==> config.mk <==
export PLATFORM = sky130hd
export DESIGN_NAME = spi_master_core
export DESIGN_NICKNAME = d
export VERILOG_FILES = /design/src/rtl/spi_pkg.sv /design/src/rtl/spi_master_core.sv
export SDC_FILE = /design/constraint.sdc
export NUM_CORES = 1
export LEC_CHECK = 0
export CORE_ASPECT_RATIO = 2
export CORE_UTILIZATION = 48
export DETAILED_ROUTE_END_ITERATION = 8
export GPL_TIMING_DRIVEN = 0
export PLACE_DENSITY = 0.77
export RECOVER_POWER = 25
export SLEW_MARGIN = 20
export SYNTH_ARGS = -nofsm -noshare
export SYNTH_HDL_FRONTEND = slang
export SYNTH_SLANG_ARGS = --single-unit
export TNS_END_PERCENT = 20
==> constraint.sdc <==
create_clock -name clk -period 1.69 [get_ports clk]
set_input_delay 0.2535 -clock clk [delete_from_list [all_inputs] [get_ports clk]]
set_output_delay 0.2535 -clock clk [all_outputs]
set_load 0.05 [all_outputs]
==> src/rtl/spi_pkg.sv <==
// spi_pkg: shared definitions for the SPI master shift engine.
//   - spi_state_t : FSM encoding (IDLE / XFER / FINISH)
//   - CPOL/CPHA/DATA_WIDTH defaults
//   - cnt_width() : width of a counter that must hold 0..DATA_WIDTH
package spi_pkg;

    typedef enum logic [1:0] {
        ST_IDLE   = 2'd0,
        ST_XFER   = 2'd1,
        ST_FINISH = 2'd2
    } spi_state_t;

    localparam int   DATA_WIDTH_DEFAULT = 8;
    localparam logic CPOL_DEFAULT       = 1'b0;
    localparam logic CPHA_DEFAULT       = 1'b0;

    function automatic int cnt_width(input int dw);
        return $clog2(dw + 1);
    endfunction

endpackage

==> src/rtl/spi_master_core.sv <==
// spi_master_core: SPI master shift engine for one DATA_WIDTH-bit full-duplex
// transfer (MSB first) per accepted start. SCLK timing comes from an external
// prescaler: this block raises presc_en and edge-detects the returned
// pres_clk level in the clk domain.
//
// Ports:
//   clk, rst        system clock; asynchronous active-low reset
//   start, tx_data  transfer request and word to send
//   pres_clk        prescaler output level (0 while presc_en is low)
//   presc_en        prescaler enable
//   busy, done      status; done pulses for one cycle when rx_data updates
//   rx_data         last received word
//   sclk, mosi,     SPI bus
//   miso, cs_n
//   state_dbg       current FSM state (spi_state_t encoding)
//
// Handshake: start is a level request, sampled only while busy is low. The
// cycle start is seen high in IDLE, tx_data is captured and busy rises; any
// start while busy is ignored (nothing queued). Holding start high chains
// transfers with a CS_n gap of at least one cycle.
import spi_pkg::*;

module spi_master_core #(
    parameter int   DATA_WIDTH = DATA_WIDTH_DEFAULT,
    parameter logic CPOL       = CPOL_DEFAULT,
    parameter logic CPHA       = CPHA_DEFAULT
) (
    input  logic                  clk,
    input  logic                  rst,
    input  logic                  start,
    input  logic [DATA_WIDTH-1:0] tx_data,
    input  logic                  pres_clk,
    output logic                  presc_en,
    output logic                  busy,
    output logic                  done,
    output logic [DATA_WIDTH-1:0] rx_data,
    output logic                  sclk,
    output logic                  mosi,
    input  logic                  miso,
    output logic                  cs_n,
    output logic [1:0]            state_dbg
);

    localparam int CW = cnt_width(DATA_WIDTH);
    // Count value at the final trailing edge. With CPHA=0 the count is bumped
    // on the leading edge, so it already equals DATA_WIDTH at the last TE.
    localparam logic [CW-1:0] FINAL_CNT = CPHA ? CW'(DATA_WIDTH - 1) : CW'(DATA_WIDTH);

    spi_state_t            state_q, state_d;
    logic [DATA_WIDTH-1:0] shift_q, shift_d;
    logic [DATA_WIDTH-1:0] rx_q, rx_d;
    logic [CW-1:0]         cnt_q, cnt_d;
    logic                  pres_q;
    logic                  sclk_q, sclk_d;
    logic                  mosi_q, mosi_d;
    logic                  cs_n_q, cs_n_d;
    logic                  en_q, en_d;
    logic                  done_q, done_d;
    logic                  le, te, last_te;

    assign le = (state_q == ST_XFER) &&  pres_clk && !pres_q;
    assign te = (state_q == ST_XFER) && !pres_clk &&  pres_q;
    assign last_te = te && (cnt_q == FINAL_CNT);

    always_comb begin
        state_d = state_q;
        shift_d = shift_q;
        rx_d    = rx_q;
        cnt_d   = cnt_q;
        sclk_d  = CPOL;
        mosi_d  = mosi_q;
        cs_n_d  = cs_n_q;
        en_d    = en_q;
        done_d  = 1'b0;

        case (state_q)
            ST_IDLE: begin
                if (start) begin
                    state_d = ST_XFER;
                    shift_d = tx_data;
                    mosi_d  = tx_data[DATA_WIDTH-1];
                    cs_n_d  = 1'b0;
                    en_d    = 1'b1;
                    cnt_d   = '0;
                end
            end
            ST_XFER: begin
                sclk_d = CPOL ^ pres_clk;
                if (CPHA == 1'b0) begin
                    // Sampling shifts the word left, so the MSB is always the
                    // next bit to present on the following trailing edge.
                    if (le) begin
                        shift_d = {shift_q[DATA_WIDTH-2:0], miso};
                        cnt_d   = cnt_q + CW'(1);
                    end
                    if (te && !last_te) begin
                        mosi_d = shift_q[DATA_WIDTH-1];
                    end
                end else begin
                    if (le) begin
                        mosi_d = shift_q[DATA_WIDTH-1];
                    end
                    if (te) begin
                        shift_d = {shift_q[DATA_WIDTH-2:0], miso};
                        cnt_d   = cnt_q + CW'(1);
                    end
                end
                // Finishing outputs are loaded on the way into FINISH so done
                // and the cs_n rise are visible during the FINISH cycle.
                if (last_te) begin
                    state_d = ST_FINISH;
                    rx_d    = shift_d;
                    done_d  = 1'b1;
                    en_d    = 1'b0;
                    cs_n_d  = 1'b1;
                    sclk_d  = CPOL;
                end
            end
            ST_FINISH: begin
                state_d = ST_IDLE;
            end
            default: begin
                state_d = ST_IDLE;
            end
        endcase
    end

    always_ff @(posedge clk or negedge rst) begin
        if (!rst) begin
            state_q <= ST_IDLE;
            shift_q <= '0;
            rx_q    <= '0;
            cnt_q   <= '0;
            pres_q  <= 1'b0;
            sclk_q  <= CPOL;
            mosi_q  <= 1'b0;
            cs_n_q  <= 1'b1;
            en_q    <= 1'b0;
            done_q  <= 1'b0;
        end else begin
            state_q <= state_d;
            shift_q <= shift_d;
            rx_q    <= rx_d;
            cnt_q   <= cnt_d;
            pres_q  <= pres_clk;
            sclk_q  <= sclk_d;
            mosi_q  <= mosi_d;
            cs_n_q  <= cs_n_d;
            en_q    <= en_d;
            done_q  <= done_d;
        end
    end

    assign presc_en  = en_q;
    assign busy      = (state_q != ST_IDLE);
    assign done      = done_q;
    assign rx_data   = rx_q;
    assign sclk      = sclk_q;
    assign mosi      = mosi_q;
    assign cs_n      = cs_n_q;
    assign state_dbg = state_q;

endmodule

==> impl_metrics.csv, run 1 <==
group,metric,value,unit
setup_path,crit_required,1.44,ns
grt,grt_pass1_wl,4280,um
setup_path,cp_slowest_cell,"sky130_fd_sc_hd__dfrtp_2",
cells_and_area,finalNetCount,154,
timing,min_period,1.62,ns
logic_synthesis,yosysWarnings,0,
setup_path,crit_top_cell,"sky130_fd_sc_hd__buf_2",
timing,final.period_utilization,95.9,%
grt,grt_pass1_vias,954,
setup_path,timing.critical_path.buf_inv,2,
route,firstDrtPassIters,4,
power_and_ir_drop,total_power,2.68,mW
cts,clk_pin_slew_worst_paths,0.09,ns
floorplanning,initial_core_util,50.0,%
power_and_ir_drop,power.density,1650,nW/um^2
logic_synthesis,synth.ff_latch_count,28,
setup_path,critical_path_arrival,1.37,ns
cells_and_area,mostFrequentLayoutCell,"sky130_fd_sc_hd__dfrtp_1",
route,wl_per_cell,15.7,um
cells_and_area,diodes,0,
run_status,run_status,"finished clean",
cts,max_h_tree_level,1,
route,route.detailed.vias_per_inst,5.40,
setup_path,timing.critical_path.from_type,"flip-flop",
cts,cts.root.buffer_cell,"sky130_fd_sc_hd__clkbuf_8",
setup_path,critPathCaptureType,"output pin",
setup_path,timing.reg2reg.worst_path_depth,6,
timing,report.final.slew_viol_count,0,
logic_synthesis,syn_inst,106,
route,detailedRoute.firstIterationViolations,27,
grt,grtUsageTotal,21.5,%
floorplanning,fp.dieW,38.3,um
floorplanning,rows,26,
placed_design,place.port_buffers,28,
logic_synthesis,synth_seq_area_share,55.4,%
timing,max_clock_freq,617,MHz
setup_path,cpLargestDelayFamily,"flip-flops",
cells_and_area,post-route-util,64.0,%
power_and_ir_drop,share_comb_of_total_power,44.6,%
power_and_ir_drop,clock_power_share,15.4,%
grt,grt.overflow.total,0,
cts,clock_insertion_delay_worst_skew,0.27,ns
cells_and_area,synthToLayoutAreaGrowth,28.1,%
route,ant_nets,0,
cells_and_area,finish.cell_count_without_fillers,166,
placed_design,routabilityCongestion,0.735,
route,route.vias.total,897,
cts,clock_sink_count,28,
floorplanning,dieArea,2860,sq um
timing,grt_setup_unrepaired,"false",
power_and_ir_drop,ir_drop_worst_case_vdd,1.06,mV
placed_design,placed_cells,162,
timing,final-hold-violation-count,0,
cts,cts_made_buffers,3,
floorplanning,core_area,2540,sq um
route,drt-total-wl,2610,um
cts,cts_tree,"built",
placed_design,dp_hpwl,1910,um
setup_path,worst-path-stages,3,
cts,cts_buffer_depth,2,
power_and_ir_drop,power.static_leakage,0.869,nW
grt,largest_net_degree_at_the_start_of_global_routing,29,
floorplanning,io_pins,29,
logic_synthesis,syn_area,1270,sq um
logic_synthesis,post_synth.cell_area_avg,12.0,sq um
timing,finClkSkew,0.00187,ns
setup_path,critPathKind,"reg -> out",
timing,finalSetupViolations,0,
route,remaining_drc_errors,0,
run,max-cap-violations,0,
cells_and_area,drive_above_1_share,19.6,%
power_and_ir_drop,share_seq_of_total_power,40.0,%
timing,timing_worst_slew_pin_value,1.47,ns
logic_synthesis,synth.distinct_cells,29,
timing,max_slew_margin,2.19,%
power_and_ir_drop,p_sw_share,41.3,%
power_and_ir_drop,p_int,1.57,mW
timing,final.setup.tns,0,ns
logic_synthesis,synth.net_count,121,
floorplanning,floorplan.die.height,74.7,um
cells_and_area,most-common-layout-cells,"sky130_fd_sc_hd__dfrtp_1, sky130_fd_sc_hd__inv_1, sky130_fd_sc_hd__a21oi_1, sky130_fd_sc_hd__clkdlybuf4s50_1, sky130_fd_sc_hd__dlygate4sd2_1",
cts,post_cts.repair.setup_buffers,0,
power_and_ir_drop,p_sw,1.11,mW
worst_hold_path,min_path_type,"in -> async",
grt,grt_antenna_before_repair,0,
setup_path,crit_chain,"buf_2 -> or2_2 -> buf_2",
setup_path,path_max_fanout,10,
setup_path,timing.critical_path.slowest_cell_delay,0.41,ns
[worst paths after layout]
| check | endpoint | slack [ns] | startpoint |
|---|---|---|---|
| setup reg to reg | rx_data[2] | 0.15 | cnt_q[1] |
| setup / recovery | busy | 0.07 | state_dbg[0] |
| max in group asynchronous | state_dbg[0] | 0.42 | rst |
| min in group clk | cs_n | 0.46 | cs_n |
| hold reg to reg | cs_n | 0.46 | cs_n |
| hold / removal | rx_data[4] | 0.31 | rst |
[worst reg2reg max path, delay by kind of cell (launching register included)]
family	cells	cell delay (ns)
multiplexers	1	0.30
buffers and inverters	2	0.26
flip-flops	1	0.43
AND/OR/NAND/NOR	2	0.31
adder cells (fa/ha/maj)	1	0.15
[cell families after synthesis]
| group | after synthesis | synth area share [%] |
|---|---|---|
| flip-flops | 28 | 55.4 |
| AO/OA/AOI/OAI | 23 | 10.8 |
| AND/OR/NAND/NOR | 22 | 12.0 |
| buffers and inverters | 19 | 7.21 |
| multiplexers | 12 | 12.6 |
| adder cells (fa/ha/maj) | 2 | 1.97 |
[state kept, by name, indices dropped and copies added (netlist names)]
name and cells:
cs_n 1, pres_q 1, rx_data 8, cnt_q 4, mosi 1, presc_en 1, state_dbg 2, done 1
sclk 1, shift_q 8
[Yosys cell counts (all sizes together)]
cell	instances	share of area, %
dfstp	1	2.1
nand2	2	0.59
o22ai	7	3.5
ha	2	2.0
or3b	1	0.69
nand2b	5	2.7
inv	13	3.9
nor2	4	1.2
nand4bb	1	0.89
nand3b	2	1.2
a21o	1	0.59
buf	6	3.4
or2	1	0.49
and4bb	2	2.0
or3	2	0.99
nand3	1	0.39
dfrtp	27	53
a32o	1	0.79
a21oi	11	4.3
mux2	11	12
a221o	1	0.79
nor3b	1	0.99
o21ai	2	0.79
mux2i	1	0.79
[layout make-up]
| type | instances | area (sq um) |
|---|---|---|
| Multi-Input combinational cell | 59 | 474 |
| Buffer | 6 | 42.5 |
| Timing Repair Buffer | 28 | 265 |
| Inverter | 13 | 48.8 |
| Clock buffer | 4 | 55.1 |
| Tap cell | 28 | 35.0 |
| Fill cell | 219 | 913 |
| Sequential cell | 28 | 703 |
[power by group through the flow]
| stage | registers (mW) | logic, mW | clock network (mW) |
|---|---|---|---|
| after floorplan | 1.43 | 0.521 | 0 |
| after global placement | 1.07 | 1.24 | 0 |
| after detailed placement | 1.09 | 1.28 | 0 |
| after CTS | 1.07 | 1.22 | 0.417 |
| after global routing | 1.11 | 1.30 | 0.451 |
| final | 1.07 | 1.20 | 0.413 |
[timing repair]
item                                   4_1_cts  5_1_grt
setup endpoints to repair                   12        5
resized for setup                           12        7
gates cloned                                 0        0
hold buffers                                 0        0
endpoints found under the hold margin        0        0
pin swaps                                    0        0
[routing by layer]
layer | GRT usage [%] | routed length, um | vias to the layer above
met5 | 0 | 0 | -
met4 | 11.1 | 50 | 0
met3 | 2.06 | 61 | 5
met2 | 37.1 | 1440 | 22
met1 | 25.4 | 1060 | 446
li1 | - | - | 424
[metrics by stage]
stage | instance area, sq um | hold WS, ns | setup slack [ns]
3_5_place_dp | 1580 | 0.301 | -0.125
6_report | 1620 | 0.309 | 0.0700
3_3_place_gp | 1580 | 0.450 | -0.116
5_1_grt | 1620 | 0.458 | 0.0174
4_1_cts | 1620 | 0.000875 | -0.149
2_1_floorplan | 1270 | -0.0421 | 0.00747
No activity file was read; power rests on OpenSTA's default activity.
==> run 2, diff against run 1 <==
- CORE_ASPECT_RATIO: 2 -> unset
- CORE_UTILIZATION: 48 -> 54
- DONT_BUFFER_PORTS: unset -> 1
- PLACE_DENSITY: 0.77 -> 0.79
- clock period: 1.69 -> 1.3 ns (I/O delays scaled with it)
==> impl_metrics.csv, run 2 (synthesis gave the netlist of run 1 again) <==
group,metric,value,unit
cts,cts_buffer_depth,2,
setup_path,critPathKind,"reg -> reg",
setup_path,timing.reg2reg.worst_path_depth,5,
cts,cts_made_buffers,3,
route,ant_nets,0,
cells_and_area,synthToLayoutAreaGrowth,17.8,%
timing,grt_setup_unrepaired,"true",
grt,grt_antenna_before_repair,0,
cts,clock_sink_count,28,
placed_design,place.port_buffers,0,
timing,finalWorstSetupSlack,-0.359,ns
floorplanning,floorplan.die.height,50.4,um
power_and_ir_drop,power.static_leakage,0.735,nW
worst_hold_path,min_path_type,"in -> reg",
floorplanning,dieArea,2540,sq um
timing,timing_worst_slew_pin_value,0.664,ns
timing,report.final.slew_viol_count,0,
setup_path,cpLargestDelayFamily,"flip-flops",
timing,max_clock_freq,603,MHz
route,remaining_drc_errors,0,
setup_path,crit_top_cell,"sky130_fd_sc_hd__buf_6",
floorplanning,fp.dieW,50.4,um
setup_path,timing.critical_path.buf_inv,2,
setup_path,crit_required,1.53,ns
grt,grt_pass1_vias,889,
power_and_ir_drop,ir_drop_worst_case_vdd,1.32,mV
cells_and_area,finalNetCount,132,
timing,final-hold-violation-count,0,
timing,min_period,1.66,ns
cells_and_area,drive_above_1_share,31.0,%
floorplanning,initial_core_util,57.3,%
cts,clk_pin_slew_worst_paths,0.15,ns
cts,cts.root.buffer_cell,"sky130_fd_sc_hd__clkbuf_4",
cells_and_area,diodes,0,
grt,grtUsageTotal,22.1,%
cells_and_area,design_area,1490,sq um
placed_design,routabilityCongestion,0.702,
grt,grt.overflow.total,0,
route,firstDrtPassIters,4,
setup_path,critical_path_arrival,1.89,ns
power_and_ir_drop,power.density,2300,nW/um^2
timing,max_slew_margin,55.7,%
setup_path,path_max_fanout,10,
timing,final.period_utilization,128,%
setup_path,timing.critical_path.from_type,"flip-flop",
setup_path,worst-path-stages,5,
setup_path,cp_slowest_cell,"sky130_fd_sc_hd__dfrtp_2",
floorplanning,core_area,2210,sq um
floorplanning,io_pins,29,
setup_path,critPathCaptureType,"flip-flop",
route,detailedRoute.firstIterationViolations,24,
grt,largest_net_degree_at_the_start_of_global_routing,29,
setup_path,timing.critical_path.slowest_cell_delay,0.55,ns
route,drt-total-wl,2450,um
grt,grt_pass1_wl,4090,um
setup_path,crit_chain,"buf_6 -> and4bb_1 -> nand2b_2 -> buf_6 -> mux2_4",
worst_hold_path,min_delay_path_depth,2,
power_and_ir_drop,total_power,3.43,mW
run_status,failing_checks,"negative setup slack",
placed_design,dpl-instance-area,1310,sq um
route,route.detailed.vias_per_inst,5.73,
route,wl_per_cell,17.0,um
cts,clock_insertion_delay_worst_skew,0.33,ns
cells_and_area,most-common-layout-cells,"sky130_fd_sc_hd__dfrtp_1, sky130_fd_sc_hd__inv_1, sky130_fd_sc_hd__a21oi_1",
timing,finClkSkew,0.00554,ns
cells_and_area,mostFrequentLayoutCell,"sky130_fd_sc_hd__dfrtp_1",
run,max-cap-violations,0,
cts,max_h_tree_level,1,
floorplanning,rows,17,
cts,cts_tree,"built",
timing,finalSetupViolations,27,
route,route.vias.total,825,
run_status,run_status,"finished with violations",
placed_design,dp_hpwl,1570,um
==> run 2: power breakdown <==
| group | internal (mW) | switching (mW) | total [mW] |
|---|---|---|---|
| combinational | 0.497 | 0.447 | 0.944 |
| clock | 0.312 | 0.256 | 0.568 |
| sequential | 1.18 | 0.737 | 1.92 |
==> run 2: through the flow <==
stage	hold WS (ns)	cells	util (%)	setup TNS (ns)	setup WS, ns
6_report	0.0518	144	67.5	-6.92	-0.359
5_1_grt	0.0605	144	67.5	-8.18	-0.395
4_1_cts	0.0550	144	68.2	-6.89	-0.356
3_5_place_dp	-0.100	134	59.1	-7.08	-0.345
3_3_place_gp	-0.100	134	59.1	-6.70	-0.334
2_1_floorplan	-0.101	106	-	-4.81	-0.268
==> run 2: per-layer routing <==
metal	wire, um	global-route usage (%)
met4	37	8.33
met2	1240	38.0
met3	88	3.94
met5	0	0
met1	1080	27.5
==> run 2: worst paths after layout <==
kind / slack, ns / to / from
worst max-delay path: -0.36 / rx_data[0] / state_dbg[1]
worst min-delay path: 0.05 / shift_q[3] / tx_data[3]
worst max register to register: -0.36 / rx_data[0] / state_dbg[1]
worst min register to register: 0.54 / shift_q[3] / shift_q[3]
max in group asynchronous: 0.43 / state_dbg[0] / rst
min in group asynchronous: 0.41 / rx_data[4] / rst
==> run 2: what timing repair did <==
item | 4_1_cts | 5_1_grt
setup buffers | 1 | 0
pin swaps | 3 | 0
endpoints found under the setup margin | 27 | 27
hold endpoints to repair | 32 | 0
resized for setup | 16 | 1
hold buffers | 5 | 0
==> run 2: cell type report <==
| type | count | area, sq um |
|---|---|---|
| fillers | 164 | 719 |
| plain buffers | 6 | 67.6 |
| repair buffers | 6 | 52.6 |
| flip-flops and latches | 28 | 704 |
| clock buffers | 3 | 22.5 |
| multi-input cells | 59 | 532 |
| well taps | 28 | 35.0 |
| inverters | 13 | 48.8 |
| clock inverters | 1 | 30.0 |
==> run 3, diff against run 2 <==
- SKIP_CTS_REPAIR_TIMING: unset -> 1
- SLEW_MARGIN: 20 -> unset
==> impl_metrics.csv, run 3 (synthesis gave the netlist of run 1 again) <==
group,metric,value,unit
grt,grt_antenna_before_repair,0,
setup_path,regToRegEndpoint,"rx_data[0]",
timing,hold_slack,-0.00916,ns
setup_path,critical_path_arrival,1.92,ns
cts,cts.root.buffer_cell,"sky130_fd_sc_hd__clkbuf_4",
route,route.detailed.vias_per_inst,5.83,
setup_path,worst-path-stages,5,
setup_path,crit_top_cell,"sky130_fd_sc_hd__buf_6",
timing,report.final.slew_viol_count,0,
route,remaining_drc_errors,0,
placed_design,place.port_buffers,0,
placed_design,dp_hpwl,1570,um
cells_and_area,most-common-layout-cells,"sky130_fd_sc_hd__dfrtp_1, sky130_fd_sc_hd__inv_1, sky130_fd_sc_hd__a21oi_1",
cts,cts_buffer_depth,2,
setup_path,cp_slowest_cell,"sky130_fd_sc_hd__dfrtp_2",
timing,max_slew_margin,54.9,%
timing,final-hold-violation-count,1,
setup_path,timing.critical_path.buf_inv,2,
placed_design,dpl-instance-area,1310,sq um
setup_path,r2r_setup_slack,-0.38,ns
cts,max_h_tree_level,1,
setup_path,critPathCaptureType,"flip-flop",
cells_and_area,diodes,0,
route,detailedRoute.firstIterationViolations,38,
timing,finalWorstSetupSlack,-0.379,ns
setup_path,critPathCapture,"rx_data[0]",
timing,finalSetupViolations,27,
floorplanning,floorplan.die.height,50.4,um
placed_design,routabilityCongestion,0.702,
cells_and_area,num-fill-cells,153,
setup_path,cpLargestDelayFamily,"flip-flops",
cts,cts_made_buffers,3,
cells_and_area,drive_above_1_share,36.2,%
route,ant_nets,0,
run_status,failing_checks,"negative hold slack, negative setup slack",
timing,grt_setup_unrepaired,"true",
setup_path,crit_chain,"buf_6 -> and4bb_1 -> nand2b_2 -> buf_6 -> mux2_4",
grt,grt_pass1_wl,3890,um
cells_and_area,mostFrequentLayoutCell,"sky130_fd_sc_hd__dfrtp_1",
power_and_ir_drop,ir_drop_worst_case_vdd,1.35,mV
cells_and_area,finalNetCount,132,
floorplanning,dieArea,2540,sq um
setup_path,timing.critical_path.slowest_cell_delay,0.55,ns
floorplanning,initial_core_util,57.3,%
timing,finClkSkew,0.00646,ns
run_status,run_status,"finished with violations",
route,route.vias.total,839,
timing,timing_worst_slew_pin_value,0.676,ns
cts,clk_pin_slew_worst_paths,0.15,ns
grt,grt_pass1_vias,840,
setup_path,timing.reg2reg.worst_path_depth,5,
timing,min_period,1.68,ns
run,max-cap-violations,0,
floorplanning,core_area,2210,sq um
cells_and_area,design_area,1500,sq um
route,firstDrtPassIters,4,
power_and_ir_drop,power.density,2340,nW/um^2
grt,grtUsageTotal,21.0,%
cells_and_area,post-route-util,67.7,%
worst_hold_path,min_path_type,"in -> reg",
floorplanning,io_pins,29,
route,drt-total-wl,2470,um
cts,clock_insertion_delay_worst_skew,0.34,ns
cts,clock_sink_count,28,
power_and_ir_drop,power.static_leakage,0.730,nW
grt,grt.overflow.total,0,
setup_path,crit_start,"state_dbg[1]",
timing,final.period_utilization,129,%
cells_and_area,synthToLayoutAreaGrowth,18.2,%
setup_path,crit_required,1.54,ns
setup_path,reg2reg_from,"state_dbg[1]",
timing,max_clock_freq,596,MHz
cts,cts_tree,"built",
grt,largest_net_degree_at_the_start_of_global_routing,29,
setup_path,critPathKind,"reg -> reg",
setup_path,timing.critical_path.from_type,"flip-flop",
setup_path,path_max_fanout,10,
floorplanning,rows,17,
floorplanning,fp.dieW,50.4,um
route,wl_per_cell,17.2,um
==> run 3: cell types whose count changed in the layout (fill, tap and decap cells not counted), sizes merged <==
cell	before	now
buf	7	9
dlygate4sd3	4	2
==> run 3: routing by layer <==
metal / vias up / wire (um) / track usage, %
li1: 380 / - / -
met5: - / 0 / 0
met3: 5 / 105 / 4.24
met4: 0 / 38 / 8.33
met2: 24 / 1280 / 35.3
met1: 430 / 1050 / 26.2
==> run 3: layout make-up <==
cell class	count	area (sq um)	area share, %
well taps	28	35.0	2.34
clock buffers	3	22.5	1.50
clock inverters	1	30.0	2.01
flip-flops and latches	28	704	47.0
repair buffers	6	45.0	3.01
plain buffers	6	67.6	4.51
multi-input cells	59	544	36.3
inverters	13	48.8	3.26
==> run 3: power breakdown <==
group          internal, mW  switching, mW
combinational         0.525          0.472
sequential             1.18          0.746
clock                 0.312          0.267
total                  2.02           1.49
==> run 3: worst min path at each step <==
stage,startpoint,to,slack [ns],depth (start not counted)
after floorplan,rst,cnt_q[0],-0.10,0
after global placement,rst,rx_data[5],-0.10,0
after detailed placement,rst,rx_data[5],-0.1,0
after CTS,rst,rx_data[5],-0.47,0
after global routing,tx_data[7],shift_q[7],0.0004,1
final,tx_data[7],shift_q[7],-0.009,1
==> run 3: worst register-to-register path: stages, from the launching register on <==
cell	delay, ns
sky130_fd_sc_hd__dfrtp_2	0.55
sky130_fd_sc_hd__buf_6	0.18
sky130_fd_sc_hd__and4bb_1	0.30
sky130_fd_sc_hd__nand2b_2	0.09
sky130_fd_sc_hd__buf_6	0.16
sky130_fd_sc_hd__mux2_4	0.30
==> run 3: through the flow <==
step	setup TNS, ns	setup slack [ns]	hold slack, ns	total power [mW]	cells
floorplan	-4.81	-0.268	-0.101	2.54	106
global placement	-6.70	-0.334	-0.100	2.67	134
detailed placement	-7.08	-0.345	-0.100	2.74	134
CTS	-8.04	-0.410	-0.471	3.30	138
global route	-7.94	-0.392	0.000389	3.68	144
finish	-7.06	-0.379	-0.00916	3.51	144
